## config.mk

```make
export PLATFORM = sky130hd
export DESIGN_NAME = ifetch_stage
export DESIGN_NICKNAME = d
export VERILOG_FILES = /design/src/rtl/pipeline_pkg.sv /design/src/rtl/ifetch_hold_buf.sv /design/src/rtl/ifetch_stage.sv
export SDC_FILE = /design/constraint.sdc
export NUM_CORES = 1
export LEC_CHECK = 0
export ABC_AREA = 1
export BUFFER_PORTS_ARGS = -buffer_cell sky130_fd_sc_hd__buf_2
export CORE_ASPECT_RATIO = 0.5
export CORE_MARGIN = 5
export CORE_UTILIZATION = 45
export DETAILED_ROUTE_END_ITERATION = 10
export PLACE_DENSITY = 0.67
export RECOVER_POWER = 50
export SLEW_MARGIN = 25
export SYNTH_ARGS = -nofsm -noshare
export SYNTH_HDL_FRONTEND = slang
export SYNTH_SLANG_ARGS = --single-unit
```

## constraint.sdc

```tcl
create_clock -name clk -period 6.9 [get_ports clk]
set_input_delay 0.345 -clock clk [delete_from_list [all_inputs] [get_ports clk]]
set_output_delay 0.345 -clock clk [all_outputs]
set_load 0.01 [all_outputs]
```

## src/rtl/pipeline_pkg.sv

```systemverilog
// Shared pipeline types: fetch FSM states, the canonical NOP and the IF/ID payload.
package pipeline_pkg;

  localparam logic [31:0] NOP_INSTR = 32'h0000_0013;

  typedef enum logic [1:0] {
    RUN  = 2'd0,
    WAIT = 2'd1,
    DROP = 2'd2
  } fetch_state_t;

  typedef struct packed {
    logic [31:0] instr;
    logic [31:0] pc;
    logic [31:0] pc_plus4;
    logic        valid;
  } if_id_t;

endpackage

```

## src/rtl/ifetch_hold_buf.sv

```systemverilog
// One-entry {instr, pc} parking slot for a response that lands while decode is stalled.
module ifetch_hold_buf #(
  parameter int unsigned XLEN = 32
) (
  input  logic            clk,
  input  logic            rst_n,
  input  logic            push,
  input  logic            pop,
  input  logic            clear,
  input  logic [31:0]     push_instr,
  input  logic [XLEN-1:0] push_pc,
  output logic            valid,
  output logic [31:0]     instr,
  output logic [XLEN-1:0] pc
);

  logic            valid_q, valid_d;
  logic [31:0]     instr_q, instr_d;
  logic [XLEN-1:0] pc_q, pc_d;

  always_comb begin
    // NOTE: every signal gets its default first so no path leaves it unassigned (no latch).
    valid_d = valid_q;
    instr_d = instr_q;
    pc_d    = pc_q;
    if (clear) begin
      valid_d = 1'b0;
    end else if (push) begin
      valid_d = 1'b1;
      instr_d = push_instr;
      pc_d    = push_pc;
    end else if (pop) begin
      valid_d = 1'b0;
    end
  end

  always_ff @(posedge clk) begin
    // NOTE: state uses non-blocking assignment so all flops update from pre-edge values.
    if (!rst_n) valid_q <= 1'b0;
    else        valid_q <= valid_d;
  end

  // NOTE: payload is qualified by valid_q, so it needs no reset.
  always_ff @(posedge clk) begin
    instr_q <= instr_d;
    pc_q    <= pc_d;
  end

  assign valid = valid_q;
  assign instr = instr_q;
  assign pc    = pc_q;

endmodule

```

## src/rtl/ifetch_stage.sv

```systemverilog
// IF stage: PC register, single-outstanding valid/ready fetch, redirect-drop and IF/ID register.
module ifetch_stage #(
  parameter int unsigned      XLEN         = 32,
  parameter logic [XLEN-1:0]  RESET_VECTOR = '0,
  parameter logic [31:0]      NOP_INSTR    = pipeline_pkg::NOP_INSTR
) (
  input  logic            clk,
  input  logic            reset,
  input  logic            PCSrcE,
  input  logic [XLEN-1:0] PCTargetE,
  input  logic            StallD,
  input  logic            FlushD,
  output logic            imem_req_valid,
  input  logic            imem_req_ready,
  output logic [XLEN-1:0] imem_req_addr,
  input  logic            imem_resp_valid,
  input  logic [31:0]     imem_resp_data,
  output logic [31:0]     InstrD,
  output logic [XLEN-1:0] PCD,
  output logic [XLEN-1:0] PCPlus4D,
  output logic            ValidD,
  output logic            FetchBusyF
);

  import pipeline_pkg::*;

  localparam logic [XLEN-1:0] PC_STEP    = XLEN'(4);
  localparam logic [XLEN-1:0] ALIGN_MASK = XLEN'(3);

  fetch_state_t    state_q, state_d;
  logic [XLEN-1:0] pcf_q, pcf_d;
  logic [XLEN-1:0] pc_out_q, pc_out_d;
  logic [31:0]     ifid_instr_q, ifid_instr_d;
  logic [XLEN-1:0] ifid_pc_q, ifid_pc_d;
  logic [XLEN-1:0] ifid_pc4_q, ifid_pc4_d;
  logic            ifid_valid_q, ifid_valid_d;

  logic            req_fire;
  logic            deliver;
  logic            hold_valid, hold_push, hold_pop, hold_clear;
  logic [31:0]     hold_instr;
  logic [XLEN-1:0] hold_pc;
  logic [XLEN-1:0] target_aligned;

  assign target_aligned = PCTargetE & ~ALIGN_MASK;

  // Fetch FSM and PC: a response in WAIT may retire while the next request issues.
  always_comb begin
    state_d  = state_q;
    pcf_d    = pcf_q;
    pc_out_d = pc_out_q;
    deliver  = 1'b0;

    imem_req_valid = reset && !PCSrcE && !hold_valid &&
                     ((state_q == RUN) ||
                      (state_q == WAIT && imem_resp_valid && !StallD));
    req_fire = imem_req_valid && imem_req_ready;

    case (state_q)
      RUN: begin
        if (req_fire) state_d = WAIT;
      end
      WAIT: begin
        if (PCSrcE) begin
          state_d = imem_resp_valid ? RUN : DROP;
        end else if (imem_resp_valid) begin
          deliver = 1'b1;
          state_d = req_fire ? WAIT : RUN;
        end
      end
      DROP: begin
        if (imem_resp_valid) state_d = RUN;
      end
      default: state_d = RUN;
    endcase

    if (PCSrcE) begin
      pcf_d = target_aligned;
    end else if (req_fire) begin
      pcf_d    = pcf_q + PC_STEP;
      pc_out_d = pcf_q;
    end
  end

  // IF/ID update, kill > stall > hold drain > fresh response > bubble.
  always_comb begin
    ifid_instr_d = ifid_instr_q;
    ifid_pc_d    = ifid_pc_q;
    ifid_pc4_d   = ifid_pc4_q;
    ifid_valid_d = ifid_valid_q;
    hold_push    = 1'b0;
    hold_pop     = 1'b0;
    hold_clear   = 1'b0;

    if (PCSrcE || FlushD) begin
      ifid_valid_d = 1'b0;
      ifid_instr_d = NOP_INSTR;
      hold_clear   = 1'b1;
    end else if (StallD) begin
      hold_push = deliver;
    end else if (hold_valid) begin
      ifid_instr_d = hold_instr;
      ifid_pc_d    = hold_pc;
      ifid_pc4_d   = hold_pc + PC_STEP;
      ifid_valid_d = 1'b1;
      hold_pop     = 1'b1;
    end else if (deliver) begin
      ifid_instr_d = imem_resp_data;
      ifid_pc_d    = pc_out_q;
      ifid_pc4_d   = pc_out_q + PC_STEP;
      ifid_valid_d = 1'b1;
    end else begin
      ifid_valid_d = 1'b0;
      ifid_instr_d = NOP_INSTR;
    end
  end

  always_ff @(posedge clk) begin
    if (!reset) begin
      state_q      <= RUN;
      pcf_q        <= RESET_VECTOR;
      pc_out_q     <= '0;
      ifid_instr_q <= NOP_INSTR;
      ifid_pc_q    <= '0;
      ifid_pc4_q   <= '0;
      ifid_valid_q <= 1'b0;
    end else begin
      state_q      <= state_d;
      pcf_q        <= pcf_d;
      pc_out_q     <= pc_out_d;
      ifid_instr_q <= ifid_instr_d;
      ifid_pc_q    <= ifid_pc_d;
      ifid_pc4_q   <= ifid_pc4_d;
      ifid_valid_q <= ifid_valid_d;
    end
  end

  ifetch_hold_buf #(.XLEN(XLEN)) u_hold_buf (
    .clk        (clk),
    .rst_n      (reset),
    .push       (hold_push),
    .pop        (hold_pop),
    .clear      (hold_clear),
    .push_instr (imem_resp_data),
    .push_pc    (pc_out_q),
    .valid      (hold_valid),
    .instr      (hold_instr),
    .pc         (hold_pc)
  );

  assign imem_req_addr = pcf_q;
  assign InstrD        = ifid_instr_q;
  assign PCD           = ifid_pc_q;
  assign PCPlus4D      = ifid_pc4_q;
  assign ValidD        = ifid_valid_q;
  assign FetchBusyF    = (state_q != RUN) || hold_valid;

endmodule

```

==> results of run 1 <==
==> cell families after synthesis <==
logic type	share of synthesized area, %
and+or+nand+nor	27.0
AOI/OAI and AO/OA	13.2
DFF	48.9
buffers and inverters	9.15
xor gates and xnor gates	1.46
adders and majority gates	0.246
other	0.0368
==> sequential cells by signal (all words and copies together) (netlist names) <==
signal / count
InstrD: 32
u_hold_buf.instr: 32
PCD: 30
PCPlus4D: 30
imem_req_addr: 30
pc_out_q: 30
u_hold_buf.pc: 30
state_q: 2
ValidD: 1
u_hold_buf.valid: 1
==> power by group <==
part	switching [mW]	total, mW	internal (mW)
clock	0.510	1.21	0.700
sequential	0.0246	1.36	1.34
combinational	0.124	0.179	0.0554
==> metrics by stage <==
stage / cells / instance area, um^2 / power (mW) / setup slack (ps)
after detailed placement: 1730 / 11200 / 1.57 / 3770
after CTS: 1768 / 11900 / 2.78 / 4000
after global routing: 1768 / 11700 / 2.85 / 3350
after floorplan: 1302 / 10200 / 1.50 / 1290
final: 1768 / 11700 / 2.75 / 3560
after global placement: 1730 / 11200 / 1.57 / 3830
==> cell usage in the layout, fill, tap and decap left out, drive strengths merged <==
cell type | Yosys | routed
nand2 | 299 | 299
xor2 | 12 | 12
conb | 1 | 6
o21a | 2 | 2
a41oi | 1 | 1
dfxtp | 156 | 156
o211ai | 9 | 9
nor2 | 172 | 172
or2 | 4 | 4
nand3 | 89 | 89
a21oi | 90 | 90
buf | 41 | 54
o21ai | 102 | 102
ha | 2 | 2
nand3b | 8 | 8
a31oi | 11 | 11
a21boi | 1 | 1
nor3 | 31 | 31
a211oi | 23 | 23
nand4 | 15 | 15
clkbuf | 34 | 174
xnor2 | 5 | 5
a2111oi | 1 | 1
clkinv | 1 | 12
nor4 | 1 | 1
bufinv | 0 | 3
inv | 124 | 123
edfxtp | 62 | 62
==> worst paths after layout <==
check | end | slack, ps
worst max-delay path | u_hold_buf.instr[18]$_DFFE_PP_ | 3560
worst min-delay path | u_hold_buf.instr[28]$_DFFE_PP_ | 20
worst max register to register | PCPlus4D[22]$_SDFFE_PN0P_ | 3970
worst min register to register | u_hold_buf.pc[15]$_DFFE_PP_ | 420
==> routing by layer <==
layer  vias to the layer above  track usage, %  wire length (um)
met2                       328            34.7             13000
met4                         0            3.67               373
met3                        35            4.39              2190
met5                         -               0                 0
li1                       4580               -                 -
met1                      4320            31.3             13800
==> cell type report <==
type | instances | area (um^2) | area share, %
tap | 300 | 375 | 3.21
clock inverter | 13 | 158 | 1.35
sequential | 218 | 4990 | 42.6
multi-input combinational | 884 | 4300 | 36.7
inverter | 125 | 470 | 4.02
timing repair buffer | 203 | 853 | 7.29
clock buffer | 25 | 561 | 4.79
==> worst max-delay path: stages <==
cell      delay, ps
clkbuf_1       1230
inv_1          1020
nor3_2          420
buf_4           450
==> qor.txt, run 1 <==
status -> finished, violations left
failing checks -> capacitance limit, slew limit
hold_buf cts -> 0
initial drt markers -> 1046
core area -> 0.0220 mm^2
vias -> 9263
number of global-route vias before repair -> 8588
Min Hold Slack -> 24.1 ps
ratio of cells with drive above 1 in the final layout -> 10.6%
TritonCTS clock tree -> done
CTS buffer count -> 21
gpl congestion -> 0.885
reg2reg path depth -> 13
Avg Cell Area, Syn -> 7.86 um^2
Post-Syn Instances -> 1297
clock buffer depth -> 3
Final Skew -> 14.9 ps
Final Net Count -> 1526
die footprint -> 0.0259 mm^2
top cells by area, synth -> dfxtp_1 (31%), edfxtp_1 (18%), nand2_1 (10%), nor2_1 (5.6%), a21oi_1 (4.4%)
VDD IR max -> 0.153 mV
area grow syn2layout -> 14.9%
ant diodes -> 0
post-CTS sizing -> 0
Max Cap Violations -> 1
launching point of the worst reg2reg path -> u_hold_buf.valid$_SDFFE_PP0P_
routed length per instance -> 16.6 um
hold path startpoint -> imem_resp_data[28]
critical path peak fanout -> 36
total track usage -> 21.7%
clock-pin slew on the worst setup and hold paths -> 70 ps
synth cell count leaders -> nand2_1 (280), dfxtp_1 (156), nor2_1 (151), inv_1 (117), a21oi_1 (90)
crit path launch -> StallD
die width -> 223 um
synthesized flop and latch total -> 218
Routed Antenna Nets -> 0
first-pass GRT wire length -> 46000 um
register area share after synthesis -> 48.9%
count leader, synth -> nand2_1
Core Rows -> 38
HP Class -> primary input to flip-flop
number of synthesized flops with an enable pin -> 62
Setup CP Type -> primary input to flip-flop
Worst-Skew Late Latency -> 520 ps
pin count of the biggest net entering global routing -> 68
router iterations before antenna repair -> 5
DP HPWL -> 20500 um
starting density of the core -> 46.4%
fmax -> 299 MHz
Critical Path End Type -> flip-flop
detailed-route wire length -> 29400 um
via-per-instance ratio -> 5.24
Tcrit/Tclk final -> 48.4%
Slew Viols, Final -> 37
Final Setup Violations -> 0
setup_tns -> 0 ps
Yosys top cell area share -> 30.6%
Data arrival, critical path -> 3490 ps
dominant synthesized flop cell -> dfxtp_1
Worst-Margin Slew -> 1750 ps
root buf cell -> clkbuf_16
cell taking the most area after synthesis -> dfxtp_1
RSZ-0062 raised after global routing -> no
PortBufs -> 193
initial antenna violation count -> 0
Period minus WS final -> 3340 ps
post-synthesis cell type count -> 43
num ports -> 202
post-synthesis async set-or-reset flop share -> 0%
relative slew slack -> -16.9%
Leakage -> 4.52 nW
post-CTS setup buffers -> 0
Residual DRC -> 0
Hold Crit Depth -> 1
number of synthesis warnings -> 0
final core utilization -> 53.3%
htree depth -> 1
startpoint type of the worst setup path -> primary input
Die H -> 116 um
Syn Std Cell Area -> 0.0102 mm^2
worst path required time -> 7050 ps
CTS sink cnt -> 218
# fillers -> 2228
grt ovf -> 0
Final Hold Fails -> 0
Pwr Density -> 235 mW/mm^2
Power figures use the tool's default switching activity.
==> run 2: changes to the inputs <==
==> constraint.sdc (replaced) <==
create_clock -name clk -period 3.4 [get_ports clk]
set_input_delay 0.17 -clock clk [delete_from_list [all_inputs] [get_ports clk]]
set_output_delay 0.17 -clock clk [all_outputs]
set_load 0.01 [all_outputs]
==> run 2 against run 1 <==
Against the previous run: the flow still finishes with violations (capacitance limit, slew limit); die area did not move; routed wire length rose by 1.4%; design area increased by 3.7%; critical path depth is 1 higher; core utilization grew 2.0 points; first-iteration DRC count is 11% lower; sequential power rose by 100%; cell count rose by 3.3%; worst setup slack got worse by 2600 ps; global-route usage up 0.41 points; count of clock-buffer cells in the layout increased by 2; total power grew 94%.
==> qor.txt, run 2 (same netlist as run 1, synthesis figures left out) <==
TritonCTS clock tree -> done
num ports -> 202 (unchanged)
Leakage -> 4.71 nW (+4.3%)
vias -> 9537 (+3.0%)
Min Hold Slack -> 2.24 ps (-21.8 ps)
router iterations before antenna repair -> 5 (unchanged)
die width -> 223 um (unchanged)
routed length per instance -> 16.3 um (-1.8%)
met2 Track Usage GR -> 35.0% (+0.30 points)
Pwr Density -> 441 mW/mm^2 (+87%)
setup_tns -> 0 ps (unchanged)
ant diodes -> 0 (unchanged)
Crit path max-delay family -> buffers and inverters
core area -> 0.0220 mm^2 (unchanged)
via-per-instance ratio -> 5.22 (-0.31%)
DP HPWL -> 20800 um (+1.3%)
setup slack, reg-to-reg -> 1000 ps (-2970 ps)
Slew Viols, Final -> 33 (-11%)
hold_buf cts -> 49 (+49)
CTS sink cnt -> 218 (unchanged)
Max Cap Violations -> 1 (unchanged)
post-CTS setup buffers -> 0 (unchanged)
ratio of cells with drive above 1 in the final layout -> 10.1% (-0.53 points)
Final Setup Violations -> 0 (unchanged)
worst path required time -> 3500 ps (-3550 ps)
htree depth -> 1 (unchanged)
VDD IR max -> 0.258 mV (+69%)
initial antenna violation count -> 0 (unchanged)
Multi-input gate area -> 0.00429 mm^2 (-0.17%)
starting density of the core -> 46.4% (unchanged)
relative slew slack -> -2.23% (+15 points)
pin count of the biggest net entering global routing -> 56 (-18%)
number of global-route vias before repair -> 8996 (+4.8%)
placed inst area -> 0.0112 mm^2 (+0.64%)
grt ovf -> 0 (unchanged)
die footprint -> 0.0259 mm^2 (unchanged)
total track usage -> 22.1% (+0.41 points)
Worst path depth -> 5 (+1)
fin area -> 0.0121 mm^2 (+3.7%)
critical path peak fanout -> 22 (-39%)
crit-path max cell delay -> 980 ps (-250 ps)
r2r endpoint -> u_hold_buf.instr[20]$_DFFE_PP_
met3 usage -> 3.21% (-1.2 points)
Final Net Count -> 1584 (+3.8%)
Die H -> 116 um (unchanged)
Setup CP Type -> flip-flop to flip-flop
fmax -> 416 MHz
Worst-Skew Late Latency -> 500 ps (-20 ps)
Residual DRC -> 0 (unchanged)
RSZ-0062 raised after global routing -> no
initial drt markers -> 932 (-11%)
status -> finished, violations left
CTS buffer count -> 21 (unchanged)
Sequential Area -> 0.00499 mm^2 (unchanged)
Top Usage Layer GRT -> met2
Critical Path End -> u_hold_buf.instr[20]$_DFFE_PP_
startpoint type of the worst setup path -> flip-flop
detailed-route wire length -> 29800 um (+1.4%)
first-pass GRT wire length -> 47100 um (+2.5%)
crit path launch -> state_q[0]$_SDFFE_PN0P_
GR Util met1 -> 32.7% (+1.4 points)
launching point of the worst reg2reg path -> state_q[0]$_SDFFE_PN0P_
PortBufs -> 193 (unchanged)
HP Class -> primary input to flip-flop
Finished Layout Cells -> 1826 (+3.3%)
Tcrit/Tclk final -> 70.7%
clock-pin slew on the worst setup and hold paths -> 70 ps (about the same)
most frequent cells in the layout -> nand2_1 (280), clkbuf_1 (159), dfxtp_1 (155)
reg2reg path depth -> 5 (-8)
WP buf/inv -> 2 (-1)
Data arrival, critical path -> 2510 ps (-980 ps)
Core Rows -> 38 (unchanged)
Routed Antenna Nets -> 0 (unchanged)
Critical-path top delay cell -> clkbuf_1
leading cell type in the layout, fill and taps excluded -> nand2_1
Final Skew -> 11.4 ps (-3.50 ps)
Critical Path End Type -> flip-flop
failing checks -> capacitance limit, slew limit
gpl congestion -> 0.918 (+3.8%)
area grow syn2layout -> 19.2%
root buf cell -> clkbuf_16
post-CTS sizing -> 0 (unchanged)
Worst-Margin Slew -> 1530 ps (-220 ps)
clock buffer depth -> 3 (unchanged)
Final Hold Fails -> 0 (unchanged)
crit path cell chain -> inv_1, nor2_1, nand2_1, nor3_1, clkbuf_1
placed instance count -> 1739 (+0.52%)
Period minus WS final -> 2400 ps
# fillers -> 2155 (-3.3%)
==> run 2: cell count changes in the layout (fill, tap and decap cells not counted), sizes merged <==
cell / change
clkinv: +1
clkbuf: +7
buf: +4
bufinv: -3
dlygate4sd3: +49
==> run 2: final cells by class <==
type	instances	share of cell area [%]
clock buffer	27	4.60
clock inverter	11	0.453
inverter	125	3.89
multi-input combinational	884	35.3
sequential	218	41.1
tap	300	3.09
timing repair buffer	261	11.5
==> run 2: where the power goes <==
part	switching [mW]	internal, mW	leakage, nW
Combinational	0.262	0.150	2.58
Clock	1.01	1.17	0.308
Sequential	0.0498	2.72	1.83
==> run 2: worst min path at each step <==
stage / depth (start not counted) / end / startpoint
4_1_cts: 5 / imem_req_addr[12]$_SDFFE_PN0P_ / PCTargetE[12]
6_report: 3 / u_hold_buf.valid$_SDFFE_PP0P_ / FlushD
2_1_floorplan: 0 / u_hold_buf.instr[0]$_DFFE_PP_ / imem_resp_data[0]
5_1_grt: 3 / u_hold_buf.valid$_SDFFE_PP0P_ / FlushD
3_5_place_dp: 1 / u_hold_buf.instr[30]$_DFFE_PP_ / imem_resp_data[30]
3_3_place_gp: 1 / u_hold_buf.instr[30]$_DFFE_PP_ / imem_resp_data[30]
==> run 2: worst register-to-register path: cells and delay by family (launching register included) <==
kind,cells,cell delay [ps]
buffers and inverters,2,1040
AND/OR/NAND/NOR,3,620
flip-flops,1,330
==> run 2: layer usage <==
| metal | vias to the layer above | part of all wire [%] |
|---|---|---|
| met4 | 0 | 1.6 |
| met1 | 4460 | 48 |
| li1 | 4697 | - |
| met5 | - | 0 |
| met3 | 36 | 6.4 |
| met2 | 344 | 44 |
==> run 2: metrics by stage <==
stage	worst slack [ps]	power, mW	util, %
floorplan	792	3.04	-
global placement	1100	3.19	51.2
detailed placement	1090	3.20	51.2
CTS	1080	5.39	56.2
global route	810	5.55	55.3
finish	995	5.35	55.3
==> run 3: changes to the inputs <==
--- a/config.mk
+++ b/config.mk
@@ -11,7 +11,7 @@
 export CORE_MARGIN = 5
 export CORE_UTILIZATION = 45
 export DETAILED_ROUTE_END_ITERATION = 10
-export PLACE_DENSITY = 0.67
+export PLACE_DENSITY = 0.7
 export RECOVER_POWER = 50
 export SLEW_MARGIN = 25
 export SYNTH_ARGS = -nofsm -noshare
==> constraint.sdc (replaced) <==
create_clock -name clk -period 2.1 [get_ports clk]
set_input_delay 0.105 -clock clk [delete_from_list [all_inputs] [get_ports clk]]
set_output_delay 0.105 -clock clk [all_outputs]
set_load 0.01 [all_outputs]
==> run 3 against run 2 <==
Against the previous run: the flow now finishes without violations; cell count up 1.9%; count of clock-buffer cells in the layout up 8; clock skew down 0.91 ps; first-iteration DRC count up 15%; via count up 1.1%; non-clock buffer count up 36; highest routed layer unchanged; largest cell class unchanged; die area unchanged; clock power up 64%; sequential cell count unchanged.
==> qor.txt, run 3 (same netlist as run 1, synthesis figures left out) <==
status -> finished clean
CP dominant cell by count -> nand3_1
placed inst area -> 0.0115 mm^2 (+2.7%)
fin area -> 0.0127 mm^2 (+4.3%)
worst path required time -> 2550 ps (-950 ps)
Final Worst Setup Slack -> 133 ps (-862 ps)
critical path peak fanout -> 42 (+91%)
leading cell type in the layout, fill and taps excluded -> nand2_1
gpl congestion -> 0.855 (-6.9%)
core area -> 0.0220 mm^2 (unchanged)
Pwr Density -> 692 mW/mm^2 (+57%)
ratio of cells with drive above 1 in the final layout -> 12.0% (+2.0 points)
WP buf/inv -> 4 (+2)
vias -> 9642 (+1.1%)
Crit path max-delay family -> simple AND/OR/NAND/NOR gates
VDD IR max -> 0.465 mV (+80%)
Max Cap Violations -> 0 (-1)
placed instance count -> 1760 (+1.2%)
Multi-input gate area -> 0.00437 mm^2 (+1.9%)
Critical-path top delay cell -> dfxtp_4
Final Setup Violations -> 0 (unchanged)
via-per-instance ratio -> 5.18 (-0.80%)
Leakage -> 4.95 nW (+5.0%)
root buf cell -> clkbuf_16
detailed-route wire length -> 29900 um (+0.36%)
Critical Path End Type -> flip-flop
setup_tns -> 0 ps (unchanged)
router iterations before antenna repair -> 7 (+2)
hold path startpoint -> PCTargetE[25]
starting density of the core -> 46.4% (unchanged)
HP Class -> primary input to flip-flop
Final Hold Fails -> 0 (unchanged)
Final Skew -> 10.4 ps (-0.914 ps)
crit path launch -> u_hold_buf.valid$_SDFFE_PP0P_
Final Net Count -> 1620 (+2.3%)
Min Hold Slack -> 18.1 ps (+15.8 ps)
clock-pin slew on the worst setup and hold paths -> 70 ps (about the same)
ant diodes -> 0 (unchanged)
RSZ-0062 raised after global routing -> no
Finished Layout Cells -> 1861 (+1.9%)
Period minus WS final -> 1970 ps (-438 ps)
Residual DRC -> 0 (unchanged)
Power Total -> 8.77 mW (+64%)
initial drt markers -> 1072 (+15%)
grt ovf -> 0 (unchanged)
pre-CTS setup slack -> 96.3 ps (-991 ps)
die width -> 223 um (unchanged)
CTS sink cnt -> 218 (unchanged)
crit path cell chain -> buf_12, buf_16, o21ai_2, nand2_2, nor2_1, inv_2, nor2_4, nand3_1, nand3_1, nand2_1, inv_1
first-pass GRT wire length -> 47700 um (+1.1%)
crit-path max cell delay -> 360 ps (-620 ps)
pin count of the biggest net entering global routing -> 71 (+27%)
Slew Viols, Final -> 0 (-100%)
Worst-Skew Late Latency -> 510 ps (about the same)
Data arrival, critical path -> 2420 ps (-90 ps)
CTS buffer count -> 21 (unchanged)
Worst-Margin Slew -> 618 ps (-915 ps)
total track usage -> 22.2% (+0.073 points)
PortBufs -> 193 (unchanged)
area grow syn2layout -> 24.3%
relative slew slack -> 58.8% (+61 points)
most frequent cells in the layout -> nand2_1 (276), clkbuf_1 (164), dfxtp_1 (154)
Tcrit/Tclk final -> 93.7% (+23 points)
num ports -> 202 (unchanged)
final core utilization -> 57.7% (+2.4 points)
startpoint type of the worst setup path -> flip-flop
TritonCTS clock tree -> done
fmax -> 508 MHz (+22%)
# fillers -> 2108 (-2.2%)
DP HPWL -> 21000 um (+1.0%)
clock buffer depth -> 3 (unchanged)
Core Rows -> 38 (unchanged)
initial antenna violation count -> 0 (unchanged)
Die H -> 116 um (unchanged)
Sequential Area -> 0.00499 mm^2 (about the same)
die footprint -> 0.0259 mm^2 (unchanged)
htree depth -> 1 (unchanged)
launching point of the worst reg2reg path -> u_hold_buf.valid$_SDFFE_PP0P_
routed length per instance -> 16.1 um (-1.5%)
Setup CP Type -> flip-flop to flip-flop
number of global-route vias before repair -> 9194 (+2.2%)
Routed Antenna Nets -> 0 (unchanged)
[run 3: cell count changes in the layout (fill, tap and decap cells not counted), sizes merged]
cell / before / now
buf: 58 / 80
dlygate4sd3: 49 / 63
clkinv: 13 / 4
clkbuf: 181 / 189
[run 3: cell type report]
| class | count | area share (%) |
|---|---|---|
| clock buffer | 35 | 4.80 |
| timing repair buffer | 297 | 14.5 |
| multi-input combinational | 884 | 34.5 |
| inverter | 125 | 3.71 |
| clock inverter | 2 | 0.109 |
| sequential | 218 | 39.4 |
| tap | 300 | 2.96 |
[run 3: worst register-to-register path, stage by stage (launching register included)]
cell	delay [ps]
dfxtp_4	360
buf_12	160
buf_16	190
o21ai_2	310
nand2_2	150
nor2_1	180
inv_2	70
nor2_4	200
nand3_1	90
nand3_1	80
nand2_1	50
inv_1	70
[run 3: report_power, final]
group / switching, mW / internal (mW)
sequential: 0.0808 / 4.40
combinational: 0.440 / 0.285
clock: 1.59 / 1.97
[run 3: per-layer routing]
metal	global-route usage, %	routed length [um]	up-vias
li1	-	-	4782
met5	0	0	-
met2	36.1	13500	351
met1	31.5	13700	4462
met3	3.54	2190	47
met4	5.34	540	0
[run 3: repair_timing]
action,in CTS,in global routing
setup endpoints to repair,0,28
gates resized for setup,0,15
hold buffers,63,0
endpoints found under the hold margin,93,0
setup buffers,0,1
[run 3: final timing paths]
kind | slack [ps] | endpoint | depth (start not counted)
max | 130 | PCPlus4D[20]$_SDFFE_PN0P_ | 11
min | 20 | imem_req_addr[25]$_SDFFE_PN0P_ | 6
max reg2reg | 130 | PCPlus4D[20]$_SDFFE_PN0P_ | 11
min reg2reg | 430 | u_hold_buf.pc[22]$_DFFE_PP_ | 0
